--- config.mk ---
export PLATFORM = sky130hd
export DESIGN_NAME = matmul_sequencer_flat
export DESIGN_NICKNAME = d
export VERILOG_FILES = /design/src/rtl/matmul_sequencer_if.sv /design/src/rtl/matmul_sequencer.sv /design/src/flat_wrapper.sv
export SDC_FILE = /design/constraint.sdc
export NUM_CORES = 2
export LEC_CHECK = 0
export BUFFER_PORTS_ARGS = -buffer_cell sky130_fd_sc_hd__buf_2
export CORE_MARGIN = 1.5
export CORE_UTILIZATION = 50
export DETAILED_ROUTE_END_ITERATION = 6
export PLACE_DENSITY = 0.67
export SLEW_MARGIN = 20
export SYNTH_ARGS = -nofsm -noshare
export SYNTH_HDL_FRONTEND = slang
export SYNTH_SLANG_ARGS = --single-unit
--- constraint.sdc ---
create_clock -name CLOCK_50 -period 9.5 [get_ports CLOCK_50]
set_input_delay 0 -clock CLOCK_50 [delete_from_list [all_inputs] [get_ports CLOCK_50]]
set_output_delay 0 -clock CLOCK_50 [all_outputs]
set_load 0.01 [all_outputs]
--- src/rtl/matmul_sequencer_if.sv ---
// Memory port between the matrix-product sequencer and a word-addressed
// shared memory. The sequencer is the master and the memory is the slave.
// The slave grants a request in the same cycle it is presented. Read data
// returns exactly one cycle after a granted read.
interface matmul_sequencer_if #(
  parameter int WIDTH  = 32,
  parameter int ADDR_W = 16
);
  logic [ADDR_W-1:0] mem_addr;
  logic              mem_rd;
  logic              mem_wr;
  logic [WIDTH-1:0]  mem_wdata;
  logic              mem_gnt;
  logic [WIDTH-1:0]  mem_rdata;

  modport master (
    output mem_addr, mem_rd, mem_wr, mem_wdata,
    input  mem_gnt, mem_rdata
  );

  modport slave (
    input  mem_addr, mem_rd, mem_wr, mem_wdata,
    output mem_gnt, mem_rdata
  );
endinterface

--- src/rtl/matmul_sequencer.sv ---
// Sequencer for C = A * B over a single shared memory port. A is MxN, B is
// NxN2 and C is MxN2. All three are stored row-major at consecutive word
// bases. Each product term costs one A read, one B read and one MAC cycle.
// Each C element costs one more cycle, for the write.
//
// state | meaning
// ------+---------------------------------------------------------------
// IDLE  | waiting for start
// RD_A  | read A[i][k]; the data lands during the first RD_B cycle
// RD_B  | read B[k][j]; a_reg captures A in the first RD_B cycle only
// MAC   | acc += a_reg * B word (B data on mem_rdata this cycle)
// WR    | write acc to C[i][j], then advance j/i or finish
// DONE  | one-cycle done pulse, then back to IDLE
module matmul_sequencer #(
  parameter int M      = 100,
  parameter int N      = 50,
  parameter int N2     = 2,
  parameter int WIDTH  = 32,
  parameter int ADDR_W = 16
) (
  input  logic        CLOCK_50,
  input  logic        rst,
  input  logic        start,
  output logic        busy,
  output logic        done,
  output logic [31:0] cycle_count,
  matmul_sequencer_if.master mem
);

  localparam int A_BASE = 0;
  localparam int B_BASE = M * N;
  localparam int C_BASE = M * N + N * N2;
  localparam int IW = (M  > 1) ? $clog2(M)  : 1;
  localparam int JW = (N2 > 1) ? $clog2(N2) : 1;
  localparam int KW = (N  > 1) ? $clog2(N)  : 1;

  typedef enum logic [2:0] {IDLE, RD_A, RD_B, MAC, WR, DONE} state_t;

  state_t                   state;
  logic [IW-1:0]            i;
  logic [JW-1:0]            j;
  logic [KW-1:0]            k;
  logic signed [WIDTH-1:0]  acc;
  logic signed [WIDTH-1:0]  a_reg;
  logic signed [WIDTH-1:0]  acc_next;
  logic                     first_b;
  logic [ADDR_W-1:0]        addr_q;
  logic                     rd_q;
  logic                     wr_q;
  logic [WIDTH-1:0]         wdata_q;
  logic                     i_last;
  logic                     j_last;
  logic                     k_last;

  function automatic logic [ADDR_W-1:0] a_addr(input int row, input int col);
    return ADDR_W'(A_BASE + row * N + col);
  endfunction

  function automatic logic [ADDR_W-1:0] b_addr(input int row, input int col);
    return ADDR_W'(B_BASE + row * N2 + col);
  endfunction

  function automatic logic [ADDR_W-1:0] c_addr(input int row, input int col);
    return ADDR_W'(C_BASE + row * N2 + col);
  endfunction

  // Only the low WIDTH bits of the signed product are kept, so the
  // accumulator wraps instead of saturating.
  assign acc_next = acc + a_reg * $signed(mem.mem_rdata);
  assign i_last   = (i == IW'(M - 1));
  assign j_last   = (j == JW'(N2 - 1));
  assign k_last   = (k == KW'(N - 1));

  assign mem.mem_addr  = addr_q;
  assign mem.mem_rd    = rd_q;
  assign mem.mem_wr    = wr_q;
  assign mem.mem_wdata = wdata_q;

  // Sequencing FSM. Outputs are registered, so each branch loads the
  // outputs that belong to the state it is entering.
  always_ff @(posedge CLOCK_50) begin
    if (!rst) begin
      state       <= IDLE;
      busy        <= 1'b0;
      done        <= 1'b0;
      cycle_count <= '0;
      i           <= '0;
      j           <= '0;
      k           <= '0;
      acc         <= '0;
      a_reg       <= '0;
      first_b     <= 1'b0;
      addr_q      <= '0;
      rd_q        <= 1'b0;
      wr_q        <= 1'b0;
      wdata_q     <= '0;
    end else begin
      done <= 1'b0;
      case (state)
        IDLE: begin
          if (start) begin
            i           <= '0;
            j           <= '0;
            k           <= '0;
            acc         <= '0;
            cycle_count <= '0;
            busy        <= 1'b1;
            rd_q        <= 1'b1;
            addr_q      <= a_addr(0, 0);
            state       <= RD_A;
          end
        end
        RD_A: begin
          cycle_count <= cycle_count + 32'd1;
          if (mem.mem_gnt) begin
            addr_q  <= b_addr(int'(k), int'(j));
            first_b <= 1'b1;
            state   <= RD_B;
          end
        end
        RD_B: begin
          cycle_count <= cycle_count + 32'd1;
          // A data is valid only in the cycle right after its granted read.
          if (first_b) begin
            a_reg   <= $signed(mem.mem_rdata);
            first_b <= 1'b0;
          end
          if (mem.mem_gnt) begin
            rd_q  <= 1'b0;
            state <= MAC;
          end
        end
        MAC: begin
          cycle_count <= cycle_count + 32'd1;
          acc         <= acc_next;
          if (k_last) begin
            wr_q    <= 1'b1;
            addr_q  <= c_addr(int'(i), int'(j));
            wdata_q <= acc_next;
            state   <= WR;
          end else begin
            k      <= k + KW'(1);
            rd_q   <= 1'b1;
            addr_q <= a_addr(int'(i), int'(k) + 1);
            state  <= RD_A;
          end
        end
        WR: begin
          cycle_count <= cycle_count + 32'd1;
          if (mem.mem_gnt) begin
            wr_q <= 1'b0;
            acc  <= '0;
            k    <= '0;
            if (j_last) begin
              j <= '0;
              i <= i + IW'(1);
            end else begin
              j <= j + JW'(1);
            end
            if (j_last && i_last) begin
              busy  <= 1'b0;
              done  <= 1'b1;
              state <= DONE;
            end else begin
              rd_q   <= 1'b1;
              addr_q <= j_last ? a_addr(int'(i) + 1, 0) : a_addr(int'(i), 0);
              state  <= RD_A;
            end
          end
        end
        DONE: begin
          state <= IDLE;
        end
        default: begin
          state <= IDLE;
        end
      endcase
    end
  end

endmodule

--- src/flat_wrapper.sv ---
// flat-port wrapper written by rule: the top's interface ports become plain ports
module matmul_sequencer_flat 
#(
  parameter int M      = 100,
  parameter int N      = 50,
  parameter int N2     = 2,
  parameter int WIDTH  = 32,
  parameter int ADDR_W = 16
)
  (CLOCK_50, rst, start, busy, done, cycle_count, mem_mem_addr, mem_mem_rd, mem_mem_wr, mem_mem_wdata, mem_mem_gnt, mem_mem_rdata);
  matmul_sequencer_if #(.WIDTH(WIDTH), .ADDR_W(ADDR_W)) mem_i ();
  input  logic CLOCK_50;
  input  logic rst;
  input  logic start;
  output logic busy;
  output logic done;
  output logic [31:0] cycle_count;
  output wire logic [$bits(mem_i.mem_addr)-1:0] mem_mem_addr;
  output wire logic [$bits(mem_i.mem_rd)-1:0] mem_mem_rd;
  output wire logic [$bits(mem_i.mem_wr)-1:0] mem_mem_wr;
  output wire logic [$bits(mem_i.mem_wdata)-1:0] mem_mem_wdata;
  input wire logic [$bits(mem_i.mem_gnt)-1:0] mem_mem_gnt;
  input wire logic [$bits(mem_i.mem_rdata)-1:0] mem_mem_rdata;
  assign mem_mem_addr = mem_i.mem_addr;
  assign mem_mem_rd = mem_i.mem_rd;
  assign mem_mem_wr = mem_i.mem_wr;
  assign mem_mem_wdata = mem_i.mem_wdata;
  assign mem_i.mem_gnt = mem_mem_gnt;
  assign mem_i.mem_rdata = mem_mem_rdata;
  matmul_sequencer #(.M(M), .N(N), .N2(N2), .WIDTH(WIDTH), .ADDR_W(ADDR_W)) u_core (.CLOCK_50(CLOCK_50), .rst(rst), .start(start), .busy(busy), .done(done), .cycle_count(cycle_count), .mem(mem_i));
endmodule
[Yosys cells after proc, flatten, opt, wreduce, memory -nomap -nowiden]
Index checks and enable logic that the tools add are counted.
W data, S select, Z words.
Operators by class
  add/sub/neg operators: 12
  multipliers: 3
  equality and inequality tests: 15
  muxes and demuxes: 44
  reduce and logical (&&, ||, !) cells: 24
Operators with widths (number)
  $mux W16: 6
  $pmux W32 S3: 1
  $mux W32: 2
  $pmux W16 S4: 1
  $pmux W32 S2: 1
  $add A16 B2 Y16: 2
  $add A32 B1 Y32 const B: 1
  $add A32 B32 Y32: 1
  $mul A32 B32 Y32: 1
  $mul A32 B6 Y15 const B: 1
  $mux W7: 3
  $mux W3: 6
  $mux W6: 3
  $pmux W6 S3: 1
  $add A16 B16 Y16: 1
  $reduce_and A4 Y1: 4
  $pmux W3 S5: 1
  $add A13 B7 Y14 const A: 1
  $add A13 B8 Y14 const A: 1
  $pmux W7 S2: 1
  $mux W1: 13
  $mul A7 B5 Y12 const B: 1
  $ne A2 B2 Y1 const B: 6
  $reduce_and A3 Y1: 4
  other kinds (22): 35
Word-level totals
  register bits: 166
  bits of input ports: 36
  logic and storage cells: 112

[Depth between registers and ports, before layout]
  word-level depth: 6
  gate-level depth with buffers: 29
  depth with buffers taken out: 27

[Worst setup path after synthesis]
No wires, ideal clock.
  path type: reg2reg
  start: reg u_core.a_reg[13]
  end: reg u_core.acc[27]
  data arrival time: 6.781 ns
  required time: 9.372 ns
  path slack: 2.592 ns
  stages on the path, launching flop included: 29
  buffers on the path: 2
  clock period less this slack: 6.908 ns
  cells stage by stage: dfxtp_1 -> clkbuf_1 -> clkbuf_1 -> nand2_1 -> fa_1 -> fa_1 -> inv_1 -> fa_1 -> inv_1 -> fa_1 -> inv_1 -> fa_1 -> inv_1 -> fa_1 -> inv_1 -> fa_1 -> inv_1 -> fa_1 -> inv_1 -> ha_1 -> a21oi_1 -> nor2_1 -> a211oi_1 -> o21ai_0 -> a31oi_1 -> o21ai_0 -> xor2_1 -> a22oi_1 -> nor2_1
Between the ends
  word-level cells in the longest chain between the ends: 3
RTL lines
  start, declared: RTL line matmul_sequencer.sv:44  | logic signed [WIDTH-1:0] a_reg;
  start signal, assigned: RTL line matmul_sequencer.sv:125  | a_reg <= $signed(mem.mem_rdata);
  $mul A32 B32 Y32: RTL line matmul_sequencer.sv:69  | assign acc_next = acc + a_reg * $signed(mem.mem_rdata);
  $add A32 B32 Y32: RTL line matmul_sequencer.sv:69
  $pmux W32 S3: RTL line matmul_sequencer.sv:99  | case (state)
  end signal, assigned: RTL line matmul_sequencer.sv:135  | acc <= acc_next;
  end, declared: RTL line matmul_sequencer.sv:43  | logic signed [WIDTH-1:0] acc;
Every way passes these cells.
A chain may end at the register's enable or synchronous reset.

[Worst setup path in the final report]
  start: reg u_core.a_reg[10]
  end: reg u_core.wdata_q[31] (netlist: u_core.mem.mem_wdata[31])
Between the ends
  word-level cells in the longest chain between the ends: 2
RTL lines
  $mul A32 B32 Y32: RTL line matmul_sequencer.sv:69
  $add A32 B32 Y32: RTL line matmul_sequencer.sv:69
  end signal, assigned: RTL line matmul_sequencer.sv:139  | wdata_q <= acc_next;
  end, declared: RTL line matmul_sequencer.sv:50  | logic [WIDTH-1:0] wdata_q;
Every way passes these cells.

==> results.toml <==
[timing]
min_period_ns = 7.516
tightest_slew_ns = 1.176
drv_slew = 0
holdWs_ns = 0.05146
fin_crit_sh_pct = 79.12
final-setup-viol-count = 0
finalHoldViolations = 0
rsz0062_at_grt = "false"
setup_tns_ns = 0
slew_headroom_pct = 21.52
finClkSkew_ns = 0.01434
clock.fmax_mhz = 133.0

[detailed_routing]
viasPerCell = 5.375
drtIter0Drc = 1426
wl_per_cell_um = 18.98
finalWirelength_mm = 69.97
drt_pass1_iterations = 6
drt.antenna.violating_nets = 0
vias = 19820
route.detailed.drc = 0

[setup_path]
arrival_ns = 7.85
required_ns = 9.84
crit_type = "reg2reg"
start_kind = "flop"
crit_path_end_kind = "flop"
cp_max_fo = 23

[yosys]
yosys_warnings = 0
syn_avg_cell_area_um2 = 8.631
ys_types = 68
yosys.area.top_type_share_pct = 34.63
synth_ff_type = "dfxtp_1"
ys_ff_latch = 165
synthArstFlopShare_pct = 0
synth_edf_count = 0
syn-num-nets = 3681
syn_area_um2 = 25670
seq_area_frac_synth_pct = 12.87
yosys-top-cells-area = "fa_1 (35%), dfxtp_1 (13%), ha_1 (11%)"
synth_top_area_cell = "fa_1"
postSynthCellCount = 2974

[power]
peakVddDrop_mv = 0.1487
p_int_uw = 1345
p_seq_share_pct = 35.0
pwr-share-clk_pct = 35.7
pwr_density_cell_nw_per_um2 = 79.33
sw_frac_of_total_pct = 38.48
leakagePower_uw = 0.01319
switchingPower_uw = 841.1
combPwrFrac_pct = 29.3

[job]
maxCapViolations = 0

[cts]
h-tree-depth = 4
cts.sinks = 165
cts_tree = "built"
insertion_delay_ns = 0.49
clk_pin_slew_ns = 0.08
cts_buffer_depth = 2
cts_resized = 0
cts_root_buffer = "clkbuf_16"
numCtsBuffers = 17

[min_path]
min_path_type = "in2reg"

[die]
row_count = 82
core_region_area_um2 = 50380
die_y_um = 229.6
start_util_pct = 50.96
ioPinCount = 120
die_area_um2 = 52710
die_w_um = 229.6

[global_route]
grt_max_degree = 72
grt_usage_pct = 28.05
antenna_found_initial = 1
grt_pass1_wl_mm = 115.2
grt_pass1_vias = 21020
gr-total-overflow = 0

[placed_design]
hpwl_mm = 55.62
place_congestion = 0.9040
placement.io_buffers = 118

[layout]
num_antenna_cells = 0
drive_gt1_share_pct = 6.302
fin_nets = 3709
area_growth_pct = 7.331

[run_status]
outcome = "completed"
==> cell families (layout without fill, tap and decap cells) <==
family | count (synthesis) | after routing | share of synthesized area (%)
xor gates and xnor gates | 150 | 150 | 5.118
DFF | 165 | 165 | 12.87
adders and majority gates | 671 | 671 | 45.69
buffers and inverters | 710 | 751 | 10.45
other | 1 | 1 | 0.01461
and+or+nand+nor | 970 | 970 | 18.50
muxes | 4 | 4 | 0.1609
AOI/OAI and AO/OA | 303 | 303 | 7.199
==> routing by layer <==
metal | vias to the layer above | track usage, % | wire length [um]
met2 | 634 | 43.90 | 32130
met4 | 2 | 9.951 | 2133
met3 | 114 | 7.122 | 5954
met1 | 9978 | 37.66 | 29730
li1 | 9091 | - | -
met5 | - | 0 | 13
==> metrics by stage <==
stage | instance area [um^2] | worst slack (ns) | power (uW) | instances | util [%]
floorplan | 25670 | 2.592 | 1181 | 2974 | -
global placement | 26660 | 2.179 | 1391 | 3630 | 52.93
detailed placement | 26660 | 2.111 | 1400 | 3630 | 52.93
CTS | 27550 | 2.042 | 2199 | 3687 | 54.68
global route | 27550 | 1.626 | 2288 | 3687 | 54.69
finish | 27550 | 1.984 | 2186 | 3687 | 54.69
==> worst paths after layout <==
kind | end | cells after the start | slack [ns] | start
setup / recovery | u_core.mem.mem_wdata[31]$_SDFFE_PN0P_ | 22 | 1.98 | u_core.a_reg[10]$_SDFFE_PN0P_
hold reg to reg | u_core.mem.mem_wdata[3]$_SDFFE_PN0P_ | 2 | 0.45 | u_core.mem.mem_wdata[3]$_SDFFE_PN0P_
setup reg to reg | u_core.mem.mem_wdata[31]$_SDFFE_PN0P_ | 22 | 1.98 | u_core.a_reg[10]$_SDFFE_PN0P_
hold / removal | u_core.a_reg[9]$_SDFFE_PN0P_ | 3 | 0.05 | mem_mem_rdata[9]
==> synth_stat cells (all sizes together), types with 7 or more instances <==
master and instances:
ha 227, or3 13, a31oi 14, nor3 17, clkbuf 144, nand3 52
buf 8, o21ai 61, fa 444, inv 558, dfxtp 165, a21oi 130
nand2b 7, and2 323, nor2 100, xor2 54, and4 7, nand4 11
nand2 410, and3 11, a21o 13, a22oi 19, a211oi 16, xnor2 96
==> timing repair <==
action / 4_1_cts / 5_1_grt
hold endpoints to repair: 28 / 0
hold buffers: 25 / 0
buffers inserted: 0 / 0
==> power groups by stage <==
stage	Clock, uW	Sequential [uW]	Combinational, uW
5_1_grt	813	768	707
2_1_floorplan	0	747	434
6_report	780	764	641
3_3_place_gp	0	776	615
3_5_place_dp	0	778	622
4_1_cts	799	763	638
==> cell type report <==
cell class	instances	area (um^2)
clock inverter	14	191.4
clock buffer	18	439.2
inverter	558	2097
multi-input combinational	2099	19700
sequential	165	3304
timing repair buffer	161	975.9
fill	4563	22820
tap	672	840.8
==> worst max-delay path, stage by stage, from the launching register on <==
cell      delay, ns
dfxtp_1        0.84
and2_1         0.26
fa_1           0.45
fa_1           0.55
inv_1          0.05
fa_1           0.47
fa_1           0.56
inv_1          0.05
ha_1           0.27
ha_1           0.29
fa_1           0.50
inv_1          0.05
fa_1           0.47
inv_1          0.05
ha_1           0.30
o21ai_0        0.13
nor2_1         0.24
a311oi_1       0.20
o31ai_1        0.67
nand3_1        0.31
a311oi_1       0.34
xor2_1         0.22
a211oi_1       0.09
==> placed cells by master (no fill, tap or decap), drive strengths merged, types with 13 or more instances in the layout <==
cell	synthesis	routed
a211oi	16	16
a21o	13	13
a21oi	130	130
a22oi	19	19
a31oi	14	14
and2	323	323
buf	8	136
clkbuf	144	18
dfxtp	165	165
dlygate4sd3	0	25
fa	444	444
ha	227	227
inv	558	564
nand2	410	410
nand3	52	52
nor2	100	100
nor3	17	17
o21ai	61	61
or3	13	13
xnor2	96	96
xor2	54	54
(Power assumes the default switching activity.)
